<file path="src/rtl/dsp_addsub_arbiter.sv">
// rtl/dsp_addsub_arbiter.sv - two-port arbiter sharing one 32-bit add/sub DSP tile; DSP_ADDSUB_ROUND_ROBIN_EN selects round-robin contention
module dsp_addsub_arbiter #(
    parameter int STALL_CNT_WIDTH = 16
) (
    input  logic                       clk,
    input  logic                       reset,
    input  logic                       req0,
    input  logic                       req1,
    input  logic                       sub0,
    input  logic                       sub1,
    input  logic [31:0]                a0,
    input  logic [31:0]                b0,
    input  logic [31:0]                a1,
    input  logic [31:0]                b1,
    output logic                       gnt0,
    output logic                       gnt1,
    output logic                       done0,
    output logic                       done1,
    output logic [31:0]                result,
    output logic                       co,
    output logic [STALL_CNT_WIDTH-1:0] stall_cnt
);

    localparam logic [STALL_CNT_WIDTH-1:0] STALL_ONE = {{(STALL_CNT_WIDTH-1){1'b0}}, 1'b1};
    localparam logic [STALL_CNT_WIDTH-1:0] STALL_MAX = '1;

    logic                       r_done0;
    logic                       r_done1;
    logic [31:0]                r_result;
    logic                       r_co;
    logic [STALL_CNT_WIDTH-1:0] r_stall_cnt;

    logic        w_elig0;
    logic        w_elig1;
    logic        w_pick1;
    logic        w_gnt0;
    logic        w_gnt1;
    logic        w_stall;
    logic [31:0] w_a;
    logic [31:0] w_b;
    logic        w_sub;
    logic [31:0] w_b_op;
    logic [32:0] w_sum;

    // A port whose done is showing this cycle is masked so a held request is not reissued
    assign w_elig0 = req0 & ~r_done0;
    assign w_elig1 = req1 & ~r_done1;

`ifdef DSP_ADDSUB_ROUND_ROBIN_EN
    logic r_last;

    // Remember the most recently granted port; reset to 1 so port 0 wins the first contention
    always_ff @(posedge clk or posedge reset) begin
        if (reset) begin
            r_last <= 1'b1;
        end else if (w_gnt0) begin
            r_last <= 1'b0;
        end else if (w_gnt1) begin
            r_last <= 1'b1;
        end
    end

    assign w_pick1 = ~r_last;
`else
    // Fixed priority: port 0 always wins contention
    assign w_pick1 = 1'b0;
`endif

    assign w_gnt0 = ~reset & w_elig0 & (~w_elig1 | ~w_pick1);
    assign w_gnt1 = ~reset & w_elig1 & (~w_elig0 |  w_pick1);
    assign w_stall = (w_elig0 & ~w_gnt0) | (w_elig1 & ~w_gnt1);

    // Shared adder: subtract is a + ~b + 1, so the carry-out is the no-borrow flag (a >= b)
    assign w_a    = w_gnt1 ? a1   : a0;
    assign w_b    = w_gnt1 ? b1   : b0;
    assign w_sub  = w_gnt1 ? sub1 : sub0;
    assign w_b_op = w_sub ? ~w_b : w_b;
    assign w_sum  = {1'b0, w_a} + {1'b0, w_b_op} + {32'b0, w_sub};

    // Capture the result on a grant and pulse the granted port's done for one cycle
    always_ff @(posedge clk or posedge reset) begin
        if (reset) begin
            r_done0  <= 1'b0;
            r_done1  <= 1'b0;
            r_result <= 32'b0;
            r_co     <= 1'b0;
        end else begin
            r_done0 <= w_gnt0;
            r_done1 <= w_gnt1;
            if (w_gnt0 | w_gnt1) begin
                r_result <= w_sum[31:0];
                r_co     <= w_sum[32];
            end
        end
    end

    // Saturating count of cycles where an eligible port went ungranted
    always_ff @(posedge clk or posedge reset) begin
        if (reset) begin
            r_stall_cnt <= '0;
        end else if (w_stall && (r_stall_cnt != STALL_MAX)) begin
            r_stall_cnt <= r_stall_cnt + STALL_ONE;
        end
    end

    assign gnt0      = w_gnt0;
    assign gnt1      = w_gnt1;
    assign done0     = r_done0;
    assign done1     = r_done1;
    assign result    = r_result;
    assign co        = r_co;
    assign stall_cnt = r_stall_cnt;

endmodule

</file>
<file path="config.mk">
export PLATFORM = sky130hd
export DESIGN_NAME = dsp_addsub_arbiter
export DESIGN_NICKNAME = d
export VERILOG_FILES = /design/src/rtl/dsp_addsub_arbiter.sv
export SDC_FILE = /design/constraint.sdc
export NUM_CORES = 1
export LEC_CHECK = 0
export ABC_AREA = 1
export CORE_ASPECT_RATIO = 0.6
export CORE_MARGIN = 5
export CORE_UTILIZATION = 45
export CTS_CLUSTER_SIZE = 14
export DETAILED_ROUTE_END_ITERATION = 8
export GPL_TIMING_DRIVEN = 0
export PLACE_DENSITY = 0.82
export SLEW_MARGIN = 0
export SYNTH_ARGS = -nofsm -noshare
export SYNTH_HDL_FRONTEND = slang
export SYNTH_SLANG_ARGS = --single-unit
</file>
<file path="constraint.sdc">
create_clock -name clk -period 8.7 [get_ports clk]
set_input_delay 0.87 -clock clk [delete_from_list [all_inputs] [get_ports clk]]
set_output_delay 0.87 -clock clk [all_outputs]
set_load 0.05 [all_outputs]
</file>
; ---- Yosys cells after proc, flatten, opt, wreduce, memory -nomap -nowiden
; Index checks and enable logic that the tools add are counted.
[totals]
input_bits = 134
out_inout_bits = 53
word_cells = 30
regBits = 51
[op_classes]
n_reduce_logical = 1
n_eq_ne = 1
n_mux = 4
addsub = 3
bitwise_logic = 16
[ops]
columns = op, n
row1 = $mux W32, 3
row2 = $add A32 B32 Y33, 1
row3 = $add A33 B1 Y33, 1
row4 = $not A32 Y32, 1
row5 = $add A16 B1 Y16 const B, 1
row6 = $ne A16 B16 Y1 const B, 1
row7 = $and A1 B1 Y1, 7
row8 = $not A1 Y1, 6
row9 = $or A1 B1 Y1, 2
row10 = $logic_and A1 B1 Y1, 1
row11 = $mux W1, 1

; ---- Logic depth before layout (Yosys ltp)
[logic_depth]
word_depth = 9
ltp_mapped = 22
depth_no_buf = 21

; ---- Worst setup path before layout
; OpenSTA, ideal clock, no wires.
[synth_timing]
kind = input to register
startpoint = input reset
endpoint = register r_result[26] (netlist: result[26])
arrival_time_ps = 4089
path_buffers = 2
stages = 19
setup_ps = 118
slack_ps = 4493
t_required_ps = 8582
path_cell_list = inv_2 -> nand3_4 -> buf_6 -> inv_1 -> buf_1 -> nand2_1 -> nand2_1 -> ha_1 -> a21o_1 -> nand3_1 -> nand2_1 -> a21oi_1 -> o21ai_2 -> a21oi_1 -> inv_1 -> nand3_1 -> nand3b_1 -> nand3_1 -> nand2_1
[synth_via]
elab_chain_cells = 8
elab_cells_between_ends = 12
cone_classes = add/sub (2) / mux (4) / bitwise (6)
[synth_rtl]
columns = item, line
row1 = "start, declared", 6  ; input logic reset,
row2 = $not A1 Y1 *, 70  ; assign w_gnt1 = ~reset & w_elig1 & (~w_elig0 | w_pick1);
row3 = $and A1 B1 Y1 * (2 in a row), 70
row4 = net gnt1, 16  ; output logic gnt1,
row5 = $mux W32, 75  ; assign w_b = w_gnt1 ? b1 : b0;
row6 = $not A32 Y32, 77  ; assign w_b_op = w_sub ? ~w_b : w_b;
row7 = $mux W32, 77
row8 = $add A32 B32 Y33, 78  ; assign w_sum = {1'b0, w_a} + {1'b0, w_b_op} + {32'b0, w_sub};
row9 = $add A33 B1 Y33, 78
row10 = "end signal, assigned", 91  ; r_result <= w_sum[31:0];
row11 = "end, declared", 29  ; logic [31:0] r_result;
; The timed path passes the listed nets; every way through them passes the cells marked *.
; A chain may end at the register's enable or synchronous reset.

; ---- Final worst setup path
[layout_timing]
startpoint = input reset
endpoint = register r_result[24] (netlist: result[24])
[layout_via]
elab_chain_cells = 8
elab_cells_between_ends = 12
cone_classes = add/sub (2) / mux (4) / bitwise (6)
[layout_rtl]
columns = item, line
row1 = $not A1 Y1 *, "69, 70"
row2 = $and A1 B1 Y1 (2 in a row), 70
row3 = $mux W32, 75
row4 = $not A32 Y32, 77
row5 = $mux W32, 77
row6 = $add A32 B32 Y33, 78
row7 = $add A33 B1 Y33, 78
; Mark *: on every way between the ends. The rest lies on a longest branch, timed or not.

==> flow_metrics.tcl <==
set metrics [dict create \
    outcome "complete, no violations" \
    hold_path_class "flip-flop to flip-flop" \
    dieWidth_um 145 \
    vias_per_cell 5.23 \
    gp_congestion 1.02 \
    clk_latency_ns 0.29 \
    grt_pass1_wl_mm 25.8 \
    cts_num_sinks 51 \
    grt_pass1_vias 5159 \
    core-area_mm2 0.0107 \
    setup_viol 0 \
    clockBufferDepth 2 \
    finalCriticalPeriod_ns 5.15 \
    synthArstFlopShare_pct 100 \
    r2r_cells 18 \
    drt-total-wl_mm 16.2 \
    p_per_area_mw_per_mm2 212 \
    synth_fp_nets 880 \
    vias 5472 \
    postSynthCellCount 713 \
    synth-edff-count 0 \
    postRouteAntennaNets 0 \
    p_leak_nw 3.52 \
    clockRootBuffer "clkbuf_16" \
    vdd_drop_max_mv 0.227 \
    yosys_warnings 0 \
    dr.pass1.iters 5 \
    die_h_um 91.2 \
    slew_violations 0 \
    hp-start "result[13]" \
    overflow 0 \
    postCtsSetupBuffers 0 \
    dieArea_mm2 0.0133 \
    hold_viol_final 0 \
    numCtsBuffers 5 \
    rows 29 \
    grt_usage_pct 23.4 \
    syn2layout_area_growth_pct 44.2 \
    cts-htree-levels 2 \
    slew_headroom_pct 21.3 \
    period_share_pct 59.2 \
    diodes 0 \
    wire_per_inst_um 15.4 \
    route.detailed.drc 0 \
    ys.flop_type "dfrtp_1" \
    holdPathStages 2 \
    setup_tns_ns 0 \
    ios 187 \
    fin_skew_ns 0.00178 \
    syn_area_mm2 0.00495 \
    rr_startpoint "done1" \
    grt_max_degree 58 \
    crit_buf_inv 6 \
    slowest_delay_ns 0.84 \
    fmax_ghz 0.194 \
    cts-resized-gates 0 \
    clk_pin_slew_worst_paths_ns 0.07 \
    cpMostUsedCell "nand2_1" \
    critPathArrivalTime_ns 5.32 \
    crit_slowest_cell "inv_2" \
    path_class "input port to flip-flop" \
    rr_endpoint "result[24]" \
    r2r_setup_slack_ns 4.87 \
    tightest_slew_ns 1.18 \
    synth-seq-area-share_pct 25.8 \
    hold_buffers 0 \
    rsz0062_at_grt "false" \
    fin_nets 1073 \
    maxCapViolations 0 \
    path_max_fanout 57 \
    ys_ff_latch 51 \
    crit_path_cell_trace "clkdlybuf4s50_1, inv_2, nand3_4, buf_6, buf_2, clkbuf_1, nand2_1, nand2_1, fa_1, nand2_1, nand2_1, o21ai_1, inv_1, nand3_1, nand3_1, a21oi_1, o21ai_0, o21ai_0, nand2_1" \
    cts_tree "yes" \
    crit_family "buffers and inverters" \
    crit_required_ns 8.87 \
    drt_iter0_markers 424 \
    n_fill_cell 943 \
    post-dp-hpwl_mm 13.7 \
    hold_slack_ns 0.490 \
    grt_antenna_before_repair 0 \
    crit_path_end_kind "flip-flop" \
    start_util_pct 46.4 \
    port_buffers 186 \
    avgSynthCellArea_um2 6.94 \
    critPathLaunchType "input port" \
    yosysUniqueCellTypes 41 \
    hold_path_end "result[13]" \
    drive_above_1_share_pct 6.06 \
]
[power by group]
| group | switching, mW | internal [mW] | leakage (nW) |
|---|---|---|---|
| registers | 0.0523 | 0.308 | 0.621 |
| logic | 0.606 | 0.345 | 2.83 |
| clock network | 0.0919 | 0.108 | 0.0700 |
[routing by layer]
layer,vias to the layer above,global-route usage (%),wire [um]
met5,-,0,0
met4,0,3.18,98
met3,17,6.32,1910
met2,271,36.0,6770
met1,2458,33.9,7380
li1,2726,-,-
[layout by cell type (no fill, tap or decap), types with 12 or more instances in the layout]
master,synthesis,final
clkdlybuf4s50_1,0,186
xor2_1,44,44
mux2i_1,31,31
inv_1,42,42
ha_1,32,32
nor2_1,57,57
o21ai_0,31,31
dfrtp_1,51,51
nand2_1,235,235
buf_2,12,12
nand3_1,30,30
a21oi_1,48,48
[worst max-delay path by stage]
stage | start | endpoint | cells past startpoint
floorplan | reset | result[26] | 19
global placement | reset | result[24] | 19
detailed placement | reset | result[24] | 19
CTS | reset | gnt1 | 7
global route | reset | result[24] | 19
finish | reset | result[24] | 19
[metrics by stage]
stage          utilization (%)  std cells  power (mW)  worst slack (ns)  cell area, um^2
6_report                  66.9       1046        1.51              3.55             7130
5_1_grt                   66.9       1046        1.60              3.11             7130
4_1_cts                   66.9       1046        1.51              3.54             7130
3_5_place_dp              65.5       1038        1.30              3.26             6980
3_3_place_gp              65.5       1038        1.29              3.34             6980
2_1_floorplan                -        713       0.977              4.49             4950
[cell usage after synthesis, drive strengths merged (10+ instances only)]
master	instances	area share [%]
a21oi	48	4.9
ha	32	8.1
o21ai	36	3.9
nand2	248	20
buf	15	1.7
mux2i	31	6.3
nor2	60	4.8
inv	44	3.3
dfrtp	51	26
xnor2	10	1.8
nand3	34	4.0
xor2	44	7.8
nand4	10	1.3
[tightest hold or removal path, cell delays in order (launching register included)]
cell     delay [ns]
dfrtp_1        0.35
nand2_1        0.05
nand2_1        0.05
[state kept, by name, summed over array words and instances, names as in the netlist]
register	flops
done0	1
co	1
done1	1
stall_cnt	16
result	32
[cell families (layout without fill, tap and decap cells)]
kind of cell    Yosys count  in the layout  share of synthesized area, %
flops                    51             51                          25.8
buf+inv                  67            261                          5.61
xor+xnor                 54             54                          9.56
mux                      31             31                          6.27
fa+ha+maj                33             33                          8.50
simple gates            373            373                          32.7
compound gates          104            104                          11.6
[area by class of cell]
cell class,instances,area (um^2),share of cell area (%)
multi-input cells,595,3390,47.6
repair buffers,186,1860,26.1
flip-flops and latches,51,1280,17.9
well taps,139,174,2.44
inverters,45,169,2.37
clock buffers,5,125,1.75
plain buffers,22,109,1.53
clock inverters,3,25.0,0.351
(Power assumes the default switching activity.)
